==> config.mk <==
export PLATFORM = sky130hd
export DESIGN_NAME = oled_spi_ctrl
export DESIGN_NICKNAME = d
export VERILOG_FILES = /design/src/rtl/oled_spi_ctrl.sv
export SDC_FILE = /design/constraint.sdc
export NUM_CORES = 1
export LEC_CHECK = 0
export CORE_ASPECT_RATIO = 0.9
export CORE_UTILIZATION = 40
export DETAILED_ROUTE_END_ITERATION = 8
export PLACE_DENSITY = 0.65
export SETUP_SLACK_MARGIN = 0.05
export SKIP_LAST_GASP = 1
export SYNTH_ARGS = -nofsm -noshare
export SYNTH_HDL_FRONTEND = slang
export SYNTH_SLANG_ARGS = --single-unit
==> constraint.sdc <==
create_clock -name i_Clk -period 2.7 [get_ports i_Clk]
set_input_delay 0.54 -clock i_Clk [delete_from_list [all_inputs] [get_ports i_Clk]]
set_output_delay 0.54 -clock i_Clk [all_outputs]
set_load 0.02 [all_outputs]
==> src/rtl/oled_spi_ctrl.sv <==
// oled_spi_ctrl: SSD1306 OLED power-up sequencer and write-only SPI mode 0 byte serialiser.
// Define OLED_SPI_INIT_ROM_EN to stream the built-in 8-byte init command list after reset.
module oled_spi_ctrl #(
  parameter int CLK_DIV    = 4,
  parameter int RST_CYCLES = 1000,
  parameter int RST_WAIT   = 1000
) (
  input  logic       i_Clk,
  input  logic       i_Rst_n,
  input  logic [7:0] i_Byte,
  input  logic       i_DC,
  input  logic       i_Valid,
  output logic       o_Ready,
  output logic       o_Init_Done,
  output logic       o_Res,
  output logic       o_CS1_n,
  output logic       o_DC,
  output logic       o_CS2_n,
  output logic       o_D0,
  output logic       o_D1
);
  localparam int DW   = $clog2(CLK_DIV) + 1;
  localparam int RMAX = (RST_CYCLES > RST_WAIT) ? RST_CYCLES : RST_WAIT;
  localparam int RCW  = $clog2(RMAX + 1);
  typedef enum logic [2:0] {S_RST_LOW, S_RST_WAIT, S_IDLE, S_SHIFT, S_GAP} state_t;
  state_t state, nxt;
  logic [RCW-1:0] rcnt;
  logic [DW-1:0] div;
  logic [2:0] bit_cnt;
  logic phase;
  logic [7:0] sh;
  logic dc_q;
  logic done;
  logic more;
  logic rst_end, wait_end, div_end, bit_tick, last_bit;
  assign rst_end  = rcnt == RCW'(RST_CYCLES - 1);
  assign wait_end = rcnt == RCW'(RST_WAIT - 1);
  assign div_end  = div == DW'(CLK_DIV - 1);
  assign bit_tick = state == S_SHIFT && phase && div_end;
  assign last_bit = bit_tick && bit_cnt == 3'd7;
`ifdef OLED_SPI_INIT_ROM_EN
  logic [2:0] idx;
  logic init_run;
  function automatic logic [7:0] rom(input logic [2:0] i);
    case (i)
      3'd0: rom = 8'hAE;
      3'd1: rom = 8'hD5;
      3'd2: rom = 8'h80;
      3'd3: rom = 8'hA8;
      3'd4: rom = 8'h3F;
      3'd5: rom = 8'h8D;
      3'd6: rom = 8'h14;
      default: rom = 8'hAF;
    endcase
  endfunction
  assign more = init_run && idx != 3'd7;
`else
  assign more = 1'b0;
`endif
  // Next-state logic: the init list reuses the SHIFT/GAP framing, chaining bytes without visiting IDLE.
  always_comb begin
    nxt = state;
    case (state)
      S_RST_LOW:  nxt = rst_end ? S_RST_WAIT : S_RST_LOW;
`ifdef OLED_SPI_INIT_ROM_EN
      S_RST_WAIT: nxt = wait_end ? S_SHIFT : S_RST_WAIT;
`else
      S_RST_WAIT: nxt = wait_end ? S_IDLE : S_RST_WAIT;
`endif
      S_IDLE:     nxt = i_Valid ? S_SHIFT : S_IDLE;
      S_SHIFT:    nxt = last_bit ? S_GAP : S_SHIFT;
      S_GAP:      nxt = div_end ? (more ? S_SHIFT : S_IDLE) : S_GAP;
      default:    nxt = S_RST_LOW;
    endcase
  end
  // State register, counters and shift register; every counter reloads to zero when its state ends.
  always_ff @(posedge i_Clk) begin
    if (!i_Rst_n) begin
      state   <= S_RST_LOW;
      rcnt    <= '0;
      div     <= '0;
      phase   <= 1'b0;
      bit_cnt <= '0;
      sh      <= '0;
      dc_q    <= 1'b0;
      done    <= 1'b0;
`ifdef OLED_SPI_INIT_ROM_EN
      idx      <= '0;
      init_run <= 1'b0;
`endif
    end else begin
      state   <= nxt;
      rcnt    <= ((state == S_RST_LOW && !rst_end) || (state == S_RST_WAIT && !wait_end)) ? rcnt + 1'b1 : '0;
      div     <= ((state == S_SHIFT || state == S_GAP) && !div_end) ? div + 1'b1 : '0;
      phase   <= (state == S_SHIFT) ? phase ^ div_end : 1'b0;
      bit_cnt <= (state == S_SHIFT && !last_bit) ? bit_cnt + {2'b00, bit_tick} : '0;
      done    <= done | (nxt == S_IDLE);
      if (state == S_IDLE && i_Valid) begin
        sh   <= i_Byte;
        dc_q <= i_DC;
      end else if (bit_tick) begin
        sh <= {sh[6:0], 1'b0};
      end
`ifdef OLED_SPI_INIT_ROM_EN
      if (state == S_RST_WAIT && wait_end) begin
        sh       <= rom(3'd0);
        dc_q     <= 1'b0;
        idx      <= '0;
        init_run <= 1'b1;
      end
      if (state == S_GAP && div_end) begin
        init_run <= more;
        if (more) begin
          idx <= idx + 1'b1;
          sh  <= rom(idx + 1'b1);
        end
      end
`endif
    end
  end
  assign o_Ready     = state == S_IDLE;
  assign o_Init_Done = done;
  assign o_Res       = state != S_RST_LOW;
  assign o_CS1_n     = state != S_SHIFT;
  assign o_DC        = dc_q;
  assign o_CS2_n     = 1'b1;
  assign o_D0        = state == S_SHIFT && phase;
  assign o_D1        = state == S_SHIFT && sh[7];
endmodule

---- After elaboration in Yosys (flattened, before gate mapping) ----
Cells that the tools add are included.
storage, ports and cells
  bits in registers ....................... 30
  input bits .............................. 12
operators by class
  add/sub/neg operators ................... 3
  equality and inequality tests ........... 9
  mux-type cells .......................... 8
  bitwise operators ....................... 2
  reduce and logical (&&, ||, !) cells .... 21
operators by type and width
  kind                                                              number
  8-bit 2-to-1 mux                                                  2
  3-bit one-hot mux with 5 select lines                             1
  3-bit by 2-bit == test with 1-bit output (second input constant)  4
  10-bit by 1-bit adder with 10-bit output (second input constant)  1
  10-bit == test (second input constant)                            1
  1-bit logical AND                                                 9
  2-bit AND reduction                                               4
  3-bit == test (second input constant)                             2
  3-bit 2-to-1 mux                                                  2
  3-bit by 1-bit adder with 3-bit output                            1
  3-bit by 1-bit adder with 3-bit output (second input constant)    1
  3-bit by 1-bit == test with 1-bit output (second input constant)  1
  1-bit logical NOT                                                 3
  3-bit logical NOT                                                 1
  3-bit by 2-bit != test with 1-bit output (second input constant)  1
  3-bit nonzero test                                                1
  1-bit logical OR                                                  2
  1-bit 2-to-1 mux                                                  2
  2-bit 2-to-1 mux                                                  1
  2-bit nonzero test                                                1
  1-bit OR                                                          1
  1-bit bitwise XOR                                                 1

---- Logic depth before layout (Yosys ltp) ----
Gate-level depths: netlist of run 1.
  word-level depth ........................ 8
  depth in mapped cells ................... 8
  gate-level depth less buffers ........... 8

---- Least setup slack after synthesis of run 1 ----
No wires, ideal clock.
  path kind ............................... register to register
  from .................................... reg div[0]
  to ...................................... reg bit_cnt[2]
  library setup time ...................... 0.118 ns
  arrival time ............................ 1.409 ns
  data required time ...................... 2.582 ns
  setup slack ............................. 1.174 ns
  stages on the path, launching flop included .. 9
  cell sequence ........................... dfxtp_1 ha_1 ha_1 nand3_2 inv_2 ha_1 ha_1 xnor2_1 nor2_1
on the way
  longest elaborated chain between the ends .. 6
  elaborated cells between the ends (all ways) .. 7
  classes of those cells .................. add/sub: 1; eq/ne: 1; reduce/logical: 5
ends and longest elaborated chain
  item                                                                                            line  source
  from (decl)                                                                                     28    logic [DW-1:0] div;
  from (signal assigned)                                                                          94    div <= ((state == S_SHIFT || state == S_GAP) && !div_end) ? div + 1'b1 : '0;
  3-bit by 2-bit == test with 1-bit output *                                                      38    assign div_end = div == DW'(CLK_DIV - 1);
  1-bit logical AND *                                                                             39    assign bit_tick = state == S_SHIFT && phase && div_end;
  parallel branches: the longest is 4 deep, another holds 3-bit by 1-bit adder with 3-bit output  -
  to (signal assigned)                                                                            96    bit_cnt <= (state == S_SHIFT && !last_bit) ? bit_cnt + {2'b00, bit_tick} : '0;
  to (decl)                                                                                       29    logic [2:0] bit_cnt;
Every way passes the cells marked *.
A chain may end at the register's enable or synchronous reset.

---- Worst setup path in the final report of run 1 ----
  from .................................... reg state[0]
  to ...................................... out o_D1
on the way
  longest elaborated chain between the ends .. 2
ends and longest elaborated chain
  item                                      line  source
  from (decl)                               26    state_t state, nxt;
  from (signal assigned)                    92    state <= nxt;
  3-bit by 2-bit == test with 1-bit output  128   assign o_D1 = state == S_SHIFT && sh[7];
  1-bit logical AND                         128
  to (decl)                                 20    output logic o_D1
No other way between the ends.

==> results of run 1 <==
synth_stat cells (4+ instances only):
master and number:
inv_1 7, ha_1 5, a21boi_1 6, a22oi_1 4
o21ai_0 4, dfxtp_1 30, nor3_1 4, nor2_1 16
nand2_1 17, nand3_1 10, xnor2_1 8
sequential cells by signal, indices dropped and copies added (netlist names):
signal,count
state,3
o_DC,1
phase,1
bit_cnt,3
sh,8
rcnt,10
o_Init_Done,1
div,3
power by group:
group / total (mW) / switching [mW] / internal (mW)
sequential: 0.450 / 0.00304 / 0.447
clock: 0.328 / 0.151 / 0.177
combinational: 0.0351 / 0.0141 / 0.0210
worst max-delay path, delay by kind of cell (launching register included):
kind / cells / cell delay, ps
buffers and inverters: 1 / 600
flip-flops: 1 / 500
AND/OR/NAND/NOR: 2 / 450
worst max-delay path by stage:
stage | from | endpoint | cells past startpoint
2_1_floorplan | div[0]$_SDFF_PN0_ | bit_cnt[2]$_SDFF_PN0_ | 8
3_3_place_gp | state[0]$_SDFF_PN0_ | o_D1 | 3
3_5_place_dp | state[0]$_SDFF_PN0_ | o_D1 | 3
4_1_cts | state[0]$_SDFF_PN0_ | o_D1 | 3
5_1_grt | state[0]$_SDFF_PN0_ | o_D1 | 3
6_report | state[0]$_SDFF_PN0_ | o_D1 | 3
kinds of logic after synthesis:
kind of cell               Yosys count  share of synthesized area (%)
AOI/OAI and AO/OA                   26                          13.87
xor gates and xnor gates            10                          6.262
adders and majority gates            5                          4.472
buffers and inverters               16                          5.903
DFF                                 30                          42.93
muxes                                1                         0.7156
other                                1                         0.2681
and+or+nand+nor                     68                          25.58
layer usage:
metal / vias to the layer above / wire length (um)
met4: 0 / 30
met2: 28 / 1080
li1: 568 / -
met3: 2 / 142
met5: - / 0
met1: 484 / 1347
layout make-up:
| class | count | area share, % |
|---|---|---|
| tap | 42 | 3.160 |
| multi-input combinational | 111 | 43.04 |
| clock buffer | 7 | 4.590 |
| timing repair buffer | 19 | 11.29 |
| sequential | 30 | 36.12 |
| inverter | 8 | 1.806 |
==> out/qor.csv, run 1 <==
stage,metric,value,unit
timing,Final setup viols,0,
route,routed via count,1082,
finish,Area Overhead vs Synth,18.87,%
route,Antenna Nets Post-Route,0,
floorplan,starting density of the core,43.91,%
placement,routability-driven placement congestion ratio,0.7448,
min_path,Hold Path End,div[0]$_SDFF_PN0_,
placement,Area after DPL,1587,um^2
timing,final hold viol count,0,
route,drt drc,0,
placement,pre-CTS WS,639.4,ps
clock_tree,later-pin clock latency in the skew report,280,ps
floorplan,I/O pin total,20,
floorplan,die height,58.10,um
clock_tree,clock sinks,30,
clock_tree,postcts setup bufs,0,
finish,Seq. cell area,600.6,um^2
finish,layout cell share with drive strength beyond 1,8.571,%
timing,RSZ-0062 raised after global routing,false,
logic_synthesis,synthesized net count,174,
logic_synthesis,Syn Area/Cell,8.910,um^2
grt,met3 Track Usage GR,5.315,%
floorplan,Die ar.,3738,um^2
min_path,Hold Startpoint,div[0]$_SDFF_PN0_,
clock_tree,CTS resizes,0,
finish,nets,192,
setup_path,cells along the critical path,and3b_2 > and2_1 > clkdlybuf4s50_1,
route,WL/cell,11.98,um
logic_synthesis,"Cell Area, Synth",1399,um^2
timing,clock skew,5.595,ps
setup_path,r2r startpoint,state[0]$_SDFF_PN0_,
grt,largest net degree at the start of global routing,17,
logic_synthesis,"Top FF cell, synth",dfxtp_1,
setup_path,Worst EP required,2160,ps
logic_synthesis,yosys warns,0,
clock_tree,CTS tree,done,
power,peak supply drop,0.0002514,V
timing,final worst path period share,87.98,%
finish,area of the multi-input gates,715.7,um^2
setup_path,crit path kind,register to primary output,
logic_synthesis,"flops & latches, synth",30,
placement,placed cell count,210,
status,status,"finished, final reports clean",
grt,first-pass GRT wire length,4.347,mm
timing,min Tclk post-route,2375,ps
finish,Fill cells,316,
setup_path,Slowest cell on crit path,clkdlybuf4s50_1,
route,vias per cell,4.986,
logic_synthesis,Synth cell types,43,
timing,Slew Limit Fails,0,
route,aggregate routed wire length,2.600,mm
grt,GR peak layer,met2,
logic_synthesis,Post-synth ARST share,0,%
clock_tree,root buf cell,clkbuf_8,
floorplan,core footprint,3186,um^2
finish,design area,1663,um^2
grt,met2 GRT Util,22.11,%
clock_tree,Longest Clk Path Bufs,2,
setup_path,crit-path max FO,9,
timing,final worst setup slack,324.6,ps
min_path,min-delay worst type,register to register,
finish,final core occ,52.20,%
logic_synthesis,sequential area share after synthesis,42.93,%
setup_path,WP data arrival,1840,ps
setup_path,reg-to-reg endpoint,bit_cnt[2]$_SDFF_PN0_,
grt,grt total ovfl,0,
placement,Port Buf Inserts,18,
job,Max-Cap Viols,0,
floorplan,FP Rows,19,
route,DRT Pass-1 Iters,4,
finish,# diodes,0,
setup_path,startpoint types,register,
logic_synthesis,post-synthesis cell count,157,
timing,WHS,436.2,ps
clock_tree,hold buffers post-CTS,0,
power,overall power,0.8127,mW
power,pwr dens,488.8,nW/um^2
floorplan,Chip Width,64.34,um
finish,most frequent cells in the layout,"dfxtp_1, clkdlybuf4s50_1, nand2_1",
timing,Max Clk Rate,421.0,MHz
logic_synthesis,leading area contributor after synthesis,dfxtp_1,
grt,vias in the first global route,991,
clock_tree,"Clk pin slew, worst setup/hold paths",60,ps
grt,GR Layer Usage met1,20.56,%
clock_tree,CTS Buf Count,5,
logic_synthesis,synth top area cells,"dfxtp_1, xnor2_1, nand2_1",
logic_synthesis,Yosys top cell area share,42.93,%
timing,total negative setup slack,0,ps
placement,detailed placement HPWL,1.882,mm
setup_path,worst reg2reg setup slack,770,ps
grt,Total Routing Usage GR,15.91,%
clock_tree,CTS H-tree lvls,2,
finish,"most common cell after layout, fill and taps aside",dfxtp_1,
setup_path,CP endpoint kind,primary output,
finish,fin cells,217,
route,DR iter-0 viols,42,
logic_synthesis,number of flops mapped to enable cells by yosys,0,
setup_path,FF-to-FF path depth,7,
min_path,hold depth,1,
setup_path,largest stage delay on the critical path,600,ps
grt,initial antenna violation count,0,
power,static leakage,0.5839,nW
(Power assumes the default switching activity.)
==> run 2, diff against run 1 <==
--- a/config.mk
+++ b/config.mk
@@ -6,7 +6,9 @@
 export NUM_CORES = 1
 export LEC_CHECK = 0
 export CORE_ASPECT_RATIO = 0.9
+export CORE_MARGIN = 10
 export CORE_UTILIZATION = 40
+export CTS_CLUSTER_DIAMETER = 40
 export DETAILED_ROUTE_END_ITERATION = 8
 export PLACE_DENSITY = 0.65
 export SETUP_SLACK_MARGIN = 0.05
==> run 2 against run 1 <==
Against the previous run:
- core utilization down 2.5 points
- maximum frequency down 0.75%
- die area up 68%
- non-clock buffer count unchanged
- clock power up 11%
- clock-buffer cell count unchanged
==> out/qor.csv, run 2 (same netlist as run 1, synthesis figures left out) <==
stage,metric,value,unit
setup_path,startpoint types,register,
setup_path,largest stage delay on the critical path,600,ps
setup_path,worst path bufs/invs,1,
floorplan,core footprint,3378,um^2
route,WL/cell,12.78,um
setup_path,crit path kind,register to primary output,
placement,Port Buf Inserts,18,
job,Max-Cap Viols,0,
power,peak supply drop,0.0003343,V
timing,RSZ-0062 raised after global routing,false,
timing,clock skew,5.719,ps
finish,"most common cell after layout, fill and taps aside",dfxtp_1,
grt,vias in the first global route,1101,
finish,Largest register FFs,10,
finish,# diodes,0,
finish,most frequent cells in the layout,"dfxtp_1, clkdlybuf4s50_1, nand2_1",
timing,final hold viol count,0,
clock_tree,"Clk pin slew, worst setup/hold paths",60,ps
route,Antenna Nets Post-Route,0,
setup_path,CP endpoint kind,primary output,
setup_path,cells along the critical path,and3b_2 > and2_1 > clkdlybuf4s50_1,
placement,routability-driven placement congestion ratio,0.8143,
clock_tree,postcts setup bufs,0,
route,met3 routed WL,128,um
clock_tree,CTS Buf Count,5,
route,M1 WL,1.301,mm
timing,min Tclk post-route,2393,ps
grt,largest net degree at the start of global routing,13,
placement,detailed placement HPWL,2.130,mm
route,aggregate routed wire length,2.812,mm
clock_tree,later-pin clock latency in the skew report,280,ps
floorplan,die height,76.10,um
floorplan,FP Rows,20,
clock_tree,CTS tree,done,
clock_tree,CTS H-tree lvls,2,
finish,area of the multi-input gates,715.7,um^2
timing,Final setup viols,0,
route,DR WL met2,1.382,mm
finish,Area Overhead vs Synth,20.13,%
finish,nets,192,
power,overall power,0.8494,mW
grt,first-pass GRT wire length,4.823,mm
clock_tree,hold buffers post-CTS,0,
finish,Fill cells,329,
route,highest routed layer,met3,
grt,initial antenna violation count,0,
route,DR iter-0 viols,51,
setup_path,crit-path max FO,9,
setup_path,WP data arrival,1850,ps
route,routed via count,1119,
clock_tree,Longest Clk Path Bufs,2,
timing,final worst path period share,88.64,%
min_path,min-delay worst type,register to register,
status,status,"finished, final reports clean",
setup_path,dominant delay contributor by cell family on the critical path,buffers and inverters,
clock_tree,CTS resizes,0,
floorplan,Die ar.,6266,um^2
route,vias per cell,5.086,
route,DRT Pass-1 Iters,4,
route,drt drc,0,
grt,Total Routing Usage GR,9.607,%
finish,Seq. cell area,600.6,um^2
setup_path,Worst EP required,2160,ps
clock_tree,root buf cell,clkbuf_8,
timing,total negative setup slack,0,ps
finish,register bank with the most flops,rcnt,
power,pwr dens,505.5,nW/um^2
finish,Regs by FF count,"rcnt (10), sh (8)",
finish,layout cell share with drive strength beyond 1,9.659,%
floorplan,starting density of the core,41.41,%
setup_path,Slowest cell on crit path,clkdlybuf4s50_1,
floorplan,I/O pin total,20,
timing,Slew Limit Fails,0,
grt,grt total ovfl,0,
timing,Max Clk Rate,417.8,MHz
clock_tree,clock sinks,30,
power,static leakage,0.5938,nW
floorplan,Chip Width,82.34,um
## run 2: cell types whose count changed in the layout (fill, tap and decap cells not counted)
cell | previous run | this run
clkinv_2 | 0 | 1
clkbuf_1 | 2 | 1
clkbuf_8 | 5 | 6
## run 2: metrics by stage
stage          util (%)  instance area [um^2]  setup WS [ps]  std cells  hold slack, ps
3_3_place_gp      47.04                  1589          641.6        212           416.3
5_1_grt           49.74                  1680          197.2        220           461.5
6_report          49.74                  1680          306.7        220           429.8
2_1_floorplan         -                  1399           1174        157           409.0
4_1_cts           49.74                  1680          294.3        220           433.9
3_5_place_dp      47.04                  1589          612.3        212           420.1
## run 2: metal layers
metal,vias to the layer above,track usage (%)
met2,18,14.23
met4,0,2.891
met5,-,0
li1,573,-
met3,0,5.542
met1,528,11.32
## run 2: final cells by class
| type | count | share of cell area, % |
|---|---|---|
| multi-input combinational | 111 | 42.59 |
| sequential | 30 | 35.74 |
| timing repair buffer | 19 | 11.17 |
| clock buffer | 7 | 5.138 |
| tap | 44 | 3.276 |
| inverter | 8 | 1.787 |
| clock inverter | 1 | 0.2978 |
## run 2: where the power goes
group / switching (mW) / internal, mW
Combinational: 0.0143 / 0.0211
Clock: 0.159 / 0.205
Sequential: 0.00309 / 0.447
## run 2: worst paths after layout
kind                            start                     to  slack, ps  cells past startpoint
hold / removal      div[0]$_SDFF_PN0_      div[0]$_SDFF_PN0_        430                      1
setup / recovery  state[0]$_SDFF_PN0_                   o_D0        310                      3
setup reg to reg  state[0]$_SDFF_PN0_  bit_cnt[2]$_SDFF_PN0_        720                      7
hold reg to reg     div[0]$_SDFF_PN0_      div[0]$_SDFF_PN0_        430                      1
==> run 3, diff against run 2 <==
--- a/config.mk
+++ b/config.mk
@@ -11,6 +11,7 @@
 export CTS_CLUSTER_DIAMETER = 40
 export DETAILED_ROUTE_END_ITERATION = 8
 export PLACE_DENSITY = 0.65
+export RECOVER_POWER = 25
 export SETUP_SLACK_MARGIN = 0.05
 export SKIP_LAST_GASP = 1
 export SYNTH_ARGS = -nofsm -noshare
==> run 3 against run 2 <==
Against the previous run:
- flip-flop and latch count did not move
- global-route usage did not move
- clock skew rose by 0.56 ps
- final area fell by 1.4%
- critical path depth did not move
==> out/qor.csv, run 3 (same netlist as run 1, synthesis figures left out) <==
stage,metric,value,unit
status,status,"finished, final reports clean",
timing,Final setup viols,0,
clock_tree,"Clk pin slew, worst setup/hold paths",60,ps
power,static leakage,0.5869,nW
finish,# diodes,0,
finish,nets,192,
finish,"most common cell after layout, fill and taps aside",dfxtp_1,
clock_tree,CTS tree,done,
grt,grt total ovfl,0,
route,Antenna Nets Post-Route,0,
timing,final hold viol count,0,
finish,Area Overhead vs Synth,18.43,%
grt,initial antenna violation count,0,
setup_path,WP data arrival,1890,ps
setup_path,crit-path max FO,9,
finish,fin cells,220,
finish,Largest register FFs,10,
route,WL/cell,12.86,um
timing,clock skew,6.283,ps
timing,total negative setup slack,0,ps
grt,met2 GRT Util,14.23,%
grt,Total Routing Usage GR,9.607,%
finish,Regs by FF count,"rcnt (10), sh (8)",
floorplan,FP Rows,20,
power,peak supply drop,0.0003343,V
timing,final worst setup slack,268.6,ps
finish,register bank with the most flops,rcnt,
setup_path,CP endpoint kind,primary output,
setup_path,Worst EP required,2160,ps
setup_path,startpoint types,register,
finish,most frequent cells in the layout,"dfxtp_1, nand2_1, clkdlybuf4s50_1",
placement,Area after DPL,1589,um^2
clock_tree,CTS H-tree lvls,2,
route,routed via count,1130,
timing,RSZ-0062 raised after global routing,false,
grt,vias in the first global route,1101,
route,DRT Pass-1 Iters,4,
clock_tree,Longest Clk Path Bufs,2,
clock_tree,clock sinks,30,
route,vias per cell,5.136,
route,aggregate routed wire length,2.830,mm
placement,detailed placement HPWL,2.130,mm
placement,pre-CTS WS,612.3,ps
timing,Max Clk Rate,411.3,MHz
finish,Fill cells,332,
finish,design area,1657,um^2
route,drt drc,0,
clock_tree,root buf cell,clkbuf_8,
finish,layout cell share with drive strength beyond 1,6.818,%
placement,routability-driven placement congestion ratio,0.8143,
floorplan,core footprint,3378,um^2
placement,placed cell count,212,
floorplan,Die ar.,6266,um^2
timing,final worst path period share,90.05,%
floorplan,I/O pin total,20,
finish,Seq. cell area,600.6,um^2
timing,min Tclk post-route,2431,ps
grt,GR peak layer,met2,
placement,Port Buf Inserts,18,
min_path,min-delay worst type,register to register,
finish,area of the multi-input gates,695.7,um^2
power,pwr dens,512.7,nW/um^2
grt,first-pass GRT wire length,4.823,mm
grt,largest net degree at the start of global routing,13,
timing,Slew Limit Fails,0,
route,DR iter-0 viols,60,
setup_path,worst reg2reg setup slack,500,ps
grt,GR Layer Usage met1,11.32,%
setup_path,crit path kind,register to primary output,
grt,met3 Track Usage GR,5.542,%
floorplan,Chip Width,82.34,um
job,Max-Cap Viols,0,
clock_tree,CTS resizes,0,
floorplan,die height,76.10,um
clock_tree,postcts setup bufs,0,
clock_tree,hold buffers post-CTS,0,
clock_tree,later-pin clock latency in the skew report,280,ps
clock_tree,CTS Buf Count,5,
floorplan,starting density of the core,41.41,%
==> run 3: final timing paths <==
check	start	endpoint	cells past startpoint
worst min register to register	div[0]$_SDFF_PN0_	div[0]$_SDFF_PN0_	1
worst min-delay path	div[0]$_SDFF_PN0_	div[0]$_SDFF_PN0_	1
worst max register to register	state[0]$_SDFF_PN0_	bit_cnt[2]$_SDFF_PN0_	7
worst max-delay path	state[0]$_SDFF_PN0_	o_D0	3
==> run 3: through the flow <==
stage	util (%)	total power, mW	hold slack, ps
after floorplan	-	0.4745	409.0
after global placement	47.04	0.4940	416.3
after detailed placement	47.04	0.4950	420.1
after CTS	49.74	0.8633	433.9
after global routing	49.04	0.8889	466.0
final	49.04	0.8493	432.5
==> run 3: final cells by class <==
| cell class | count | share of cell area, % |
|---|---|---|
| clock inverters | 1 | 0.3021 |
| repair buffers | 19 | 11.10 |
| well taps | 44 | 3.323 |
| multi-input cells | 111 | 41.99 |
| flip-flops and latches | 30 | 36.25 |
| inverters | 8 | 1.813 |
| clock buffers | 7 | 5.211 |
==> run 3: routing by layer <==
| layer | share of wire, % | vias to the layer above |
|---|---|---|
| met4 | 0.28 | 0 |
| met5 | 0 | - |
| li1 | - | 575 |
| met1 | 47 | 527 |
| met3 | 5.1 | 4 |
| met2 | 47 | 24 |
==> run 3: where the power goes <==
part,internal (mW),switching (mW)
sequential,0.447,0.00307
clock,0.205,0.160
combinational,0.0201,0.0143
==> run 3: worst max-delay path, cell delays in order, from the launching register on <==
cell             delay [ps]
dfxtp_1                 520
and3b_1                 330
and2_1                  150
clkdlybuf4s50_1         600
